===== config.mk =====
export PLATFORM = sky130hd
export DESIGN_NAME = boot_sequencer
export DESIGN_NICKNAME = d
export VERILOG_FILES = /design/src/rtl/boot_pkg.sv /design/src/rtl/boot_watchdog.sv /design/src/rtl/boot_sequencer.sv
export SDC_FILE = /design/constraint.sdc
export NUM_CORES = 1
export LEC_CHECK = 0
export BUFFER_PORTS_ARGS = -buffer_cell sky130_fd_sc_hd__buf_2
export CORE_UTILIZATION = 25
export DETAILED_ROUTE_END_ITERATION = 16
export PLACE_DENSITY = 0.72
export SLEW_MARGIN = 20
export SYNTH_ARGS = -nofsm -noshare
export SYNTH_HDL_FRONTEND = slang
export SYNTH_SLANG_ARGS = --single-unit

===== constraint.sdc =====
create_clock -name clock -period 1.6 [get_ports clock]
set_input_delay 0.32 -clock clock [delete_from_list [all_inputs] [get_ports clock]]
set_output_delay 0.32 -clock clock [all_outputs]
set_load 0.01 [all_outputs]

===== src/rtl/boot_pkg.sv =====
// Shared boot sequencing constants: state encoding, NOP word and the
// opcode field used by both the sequencer and the CPU decoder.
package boot_pkg;

  typedef enum logic [2:0] {
    ST_INIT     = 3'd0,
    ST_BIOS_RUN = 3'd1,
    ST_HANDOFF  = 3'd2,
    ST_USER_RUN = 3'd3,
    ST_FAULT    = 3'd4
  } boot_state_e;

  localparam logic [31:0] NOP_WORD   = 32'h6C00_0000;
  localparam logic [5:0]  END_OPCODE = 6'b100111;
  localparam int          OPC_MSB    = 31;
  localparam int          OPC_LSB    = 26;

  function automatic logic [5:0] opcode_of(input logic [31:0] w);
    return w[OPC_MSB:OPC_LSB];
  endfunction

endpackage


===== src/rtl/boot_watchdog.sv =====
// BIOS run-time watchdog: counts BIOS_RUN cycles, flags the LIMIT-th one.
// Ports: clock, reset (async high), run (in BIOS_RUN), hit (limit cycle).
module boot_watchdog #(
  parameter int LIMIT = 1023
) (
  input  logic clock,
  input  logic reset,
  input  logic run,
  output logic hit
);

  logic [9:0] count_q;
  logic [9:0] count_d;

  // count_q holds completed BIOS_RUN cycles, so the current one is
  // number count_q+1; leaving BIOS_RUN clears it for the next entry.
  always_comb begin
    count_d = '0;
    if (run && count_q != '1)
      count_d = count_q + 10'd1;
    else if (run)
      count_d = count_q;
  end

  assign hit = run && (count_q == 10'(LIMIT - 1));

  always_ff @(posedge clock or posedge reset) begin
    if (reset) count_q <= '0;
    else       count_q <= count_d;
  end

endmodule


===== src/rtl/boot_sequencer.sv =====
// Boot sequencer: runs the BIOS ROM, hands the CPU over to user memory.
// Ports: clock, reset (async high), pc, bios_data, imem_data in;
// bios_address, imem_address, instruction, cpu_stall, pc_reset,
// boot_done, boot_error out. Optional watchdog: BOOT_WATCHDOG_EN.
module boot_sequencer #(
  parameter int          ADDR_W         = 10,
  parameter int          DATA_W         = 32,
  parameter int          BIOS_DEPTH     = 29,
  parameter logic [5:0]  END_OPCODE     = boot_pkg::END_OPCODE,
  parameter int          HANDOFF_CYCLES = 2,
  parameter int          WDOG_LIMIT     = 1023
) (
  input  logic              clock,
  input  logic              reset,
  input  logic [ADDR_W-1:0] pc,
  input  logic [DATA_W-1:0] bios_data,
  input  logic [DATA_W-1:0] imem_data,
  output logic [ADDR_W-1:0] bios_address,
  output logic [ADDR_W-1:0] imem_address,
  output logic [DATA_W-1:0] instruction,
  output logic              cpu_stall,
  output logic              pc_reset,
  output logic              boot_done,
  output logic              boot_error
);

  import boot_pkg::*;

  localparam int CNT_W = $clog2(HANDOFF_CYCLES + 1);

  boot_state_e state_q, state_d;
  logic [CNT_W-1:0] cnt_q, cnt_d;

  logic pc_oob;
  logic end_mark;
  logic wdog_hit;

  assign pc_oob   = {1'b0, pc} >= (ADDR_W+1)'(BIOS_DEPTH);
  assign end_mark = opcode_of(bios_data[31:0]) == END_OPCODE;

`ifdef BOOT_WATCHDOG_EN
  boot_watchdog #(
    .LIMIT (WDOG_LIMIT)
  ) u_wdog (
    .clock (clock),
    .reset (reset),
    .run   (state_q == ST_BIOS_RUN),
    .hit   (wdog_hit)
  );
`else
  assign wdog_hit = 1'b0;
`endif

  always_comb begin
    state_d      = state_q;
    cnt_d        = cnt_q;
    instruction  = DATA_W'(NOP_WORD);
    cpu_stall    = 1'b1;
    pc_reset     = 1'b0;
    boot_done    = 1'b0;
    boot_error   = 1'b0;
    bios_address = '0;
    imem_address = '0;
    unique case (state_q)
      ST_INIT: begin
        state_d = ST_BIOS_RUN;
      end
      ST_BIOS_RUN: begin
        cpu_stall    = 1'b0;
        bios_address = pc;
        // Range fault beats the end marker; the marker word itself
        // is replaced by a NOP so it never reaches decode.
        if (pc_oob) begin
          state_d = ST_FAULT;
        end else if (end_mark) begin
          state_d = ST_HANDOFF;
          cnt_d   = CNT_W'(HANDOFF_CYCLES - 1);
        end else begin
          instruction = bios_data;
          if (wdog_hit)
            state_d = ST_FAULT;
        end
      end
      ST_HANDOFF: begin
        if (cnt_q == '0) begin
          pc_reset = 1'b1;
          state_d  = ST_USER_RUN;
        end else begin
          cnt_d = cnt_q - 1'b1;
        end
      end
      ST_USER_RUN: begin
        cpu_stall    = 1'b0;
        boot_done    = 1'b1;
        imem_address = pc;
        instruction  = imem_data;
      end
      ST_FAULT: begin
        boot_error = 1'b1;
      end
      default: begin
        state_d = ST_INIT;
      end
    endcase
  end

  always_ff @(posedge clock or posedge reset) begin
    if (reset) begin
      state_q <= ST_INIT;
      cnt_q   <= '0;
    end else begin
      state_q <= state_d;
      cnt_q   <= cnt_d;
    end
  end

endmodule


==> flow_summary_export.csv <==
group,metric,value,unit
worst_setup_path,slowest_delay,0.40,ns
worst_setup_path,rr_endpoint,"cnt_q[1]",
final_layout,multi_input_area,826,um^2
worst_setup_path,path_cells,"nor2b_4 -> inv_2 -> nor4_4 -> buf_12 -> a22o_1 -> buf_2",
worst_setup_path,worst-path-max-fanout,31,
timing,fin_ws,-0.323,ns
power,p_leak,0.00136,uW
timing,fin_crit,1.92,ns
outcome,status,"finished, violations left",
yosys,yosysUniqueCellTypes,34,
timing,slew_headroom,82.4,%
yosys,syn-num-nets,189,
timing,fin_skew,0.00485,ns
clock_network,ctsHtreeMaxLevel,1,
clock_network,tritoncts,"done",
placed_design,port_buffers,131,
global_route,grt_pass1_wl,5620,um
routing,vias_per_cell,4.80,
worst_setup_path,ff2ff_setup_slack,0.07,ns
clock_network,clk_latency,0.25,ns
floorplan,die-area,0.00384,mm^2
timing,fin_crit_sh,120,%
global_route,grt_pass1_vias,1287,
routing,drc_errors,0,
yosys,synth.top_cell.area_share,27.9,%
worst_setup_path,cpMaxStageDelayCell,"dfrtp_1",
timing,fmax,520,MHz
placed_design,gp_congestion,0.738,
routing,dr.pass1.iters,4,
yosys,syn_area,898,um^2
yosys,ys_async_sr_fraction,100,%
outcome,violations,"negative setup slack",
timing,hold_viol_final,0,
floorplan,start_util,26.5,%
yosys,ys_seq_area_share,13.9,%
power,ir_drop,0.000274,V
job,max_cap_viol_count,0,
routing,wl,4410,um
yosys,synth_edf_count,0,
placed_design,placed_cell_area,0.00181,mm^2
yosys,synth-seq-cells,5,
yosys,synth_top_area_cell,"a22o_2",
global_route,antenna_found_initial,0,
final_layout,synthToLayoutAreaGrowth,151,%
clock_network,cts.sinks,5,
timing,setup_viol_count_final,55,
yosys,synth_ff_type,"dfrtp_1",
yosys,synth_area_leaders,"a22o_2 (28%), dfrtp_1 (14%), and3_1 (13%)",
routing,detail-route-antenna-nets,0,
min_path,hold_class,"in -> async",
yosys,avgSynthCellArea,8.02,um^2
clock_network,cts_buffers,3,
floorplan,die_y,61.9,um
routing,wl_per_cell,13.7,um
clock_network,path_clk_slew,0.05,ns
worst_setup_path,ff2ff_path_depth,6,
final_layout,fillers,261,
global_route,grt_max_degree,32,
routing,vias,1545,
power,power.density,264,mW/mm^2
routing,drt_iter0_markers,40,
worst_setup_path,worstPathArrival,1.60,ns
timing,timing.hold.ws,0.506,ns
clock_network,clock-root-buffer,"clkbuf_4",
worst_setup_path,path_delay_family,"buffers and inverters",
timing,maxSlewViolCount,0,
floorplan,core_area,0.00339,mm^2
floorplan,pin_count,132,
final_layout,seq_area,126,um^2
final_layout,final_nets,354,
yosys,synth-warning-count,0,
global_route,grt_use_total,19.4,%
worst_setup_path,worst_setup_path_end_kind,"output pin",
placed_design,hpwl,3040,um
timing,rsz0062_at_grt,"yes",
global_route,overflow,0,
final_layout,antenna_cells,0,
final_layout,drive_gt1_share,79.7,%
yosys,syn_inst,112,
yosys,synthTopCellsByCount,"a22o_2 (25), and3_1 (19), inv_1 (7)",
worst_setup_path,path_class,"reg -> out",
worst_setup_path,crit_required,1.28,ns
timing,tightest_slew,0.263,ns
final_layout,fin_area,0.00225,mm^2
worst_setup_path,r2r_start,"cnt_q[0]",
floorplan,die_x,61.9,um
floorplan,placementRows,21,
yosys,yosysMostFrequentCell,"a22o_2",
worst_setup_path,crit_buf_inv,3,
clock_network,cts_buffer_depth,2,
worst_setup_path,cp-start-kind,"register",
layout by cell type (no fill, tap or decap), types with 4 or more instances in the layout:
cell type,instances
dfrtp_1,4
inv_1,5
buf_4,26
a21oi_1,5
nor2_1,5
and3_1,18
a22o_2,21
a22o_4,4
buf_6,27
buf_2,112
power by group:
group	leakage (uW)	internal [uW]	switching [uW]	total, uW
Combinational	0.00129	192	125	317
Clock	0.0000150	94.6	56.7	151
Sequential	0.0000591	127	0	127
metrics by stage:
step | total power, uW | instances | util (%) | setup TNS [ns] | worst slack, ns
6_report | 595 | 322 | 66.5 | -12.15 | -0.323
5_1_grt | 639 | 322 | 66.5 | -15.74 | -0.383
4_1_cts | 590 | 312 | 61.6 | -11.71 | -0.309
3_5_place_dp | 407 | 301 | 53.3 | -8.53 | -0.301
3_3_place_gp | 405 | 301 | 53.3 | -7.78 | -0.284
2_1_floorplan | 234 | 112 | - | -1.16 | -0.0526
tightest hold or removal path, stage by stage:
cell,delay (ns)
dlygate4sd3_1,0.53
buf_2,0.12
inv_1,0.15
worst max path at each step:
| stage | cells after the start | slack, ns | start | endpoint |
|---|---|---|---|---|
| final | 6 | -0.32 | state_q[2] | instruction[3] |
| after global routing | 6 | -0.38 | state_q[2] | instruction[7] |
| after CTS | 6 | -0.31 | state_q[2] | instruction[8] |
| after detailed placement | 7 | -0.30 | pc[1] | instruction[8] |
| after global placement | 7 | -0.28 | pc[1] | instruction[8] |
| after floorplan | 5 | -0.05 | pc[1] | instruction[23] |
final cells by class:
type	instances	share of cell area (%)
clock buffer	4	1.17
inverter	8	1.55
multi-input combinational	88	36.6
sequential	5	5.61
tap	46	2.55
timing repair buffer	171	52.5
logic make-up (layout without fill, tap and decap cells):
group,count (synthesis),after routing,share of synthesized area (%)
AO/OA/AOI/OAI,42,42,40.8
adder cells (fa/ha/maj),1,1,1.39
buffers and inverters,19,183,11.1
flip-flops,5,5,13.9
AND/OR/NAND/NOR,45,45,32.7
registers in the layout, summed over array words and instances, names as in the netlist:
| name | cells |
|---|---|
| cnt_q | 2 |
| state_q | 3 |
layer usage:
| metal | GRT usage [%] | wire [um] | up-vias |
|---|---|---|---|
| li1 | - | - | 771 |
| met1 | 24.2 | 1770 | 695 |
| met2 | 35.4 | 2290 | 74 |
| met3 | 2.69 | 304 | 5 |
| met4 | 3.81 | 47 | 0 |
| met5 | 0 | 0 | - |
timing repair:
item | 4_1_cts | 5_1_grt
endpoints found under the hold margin | 5 | 0
hold buffers | 1 | 0
resized for setup | 35 | 19
endpoints found under the setup margin | 56 | 56
pin swaps | 3 | 5
setup buffers | 4 | 10
gates cloned | 2 | 2
Power figures use the tool's default switching activity.
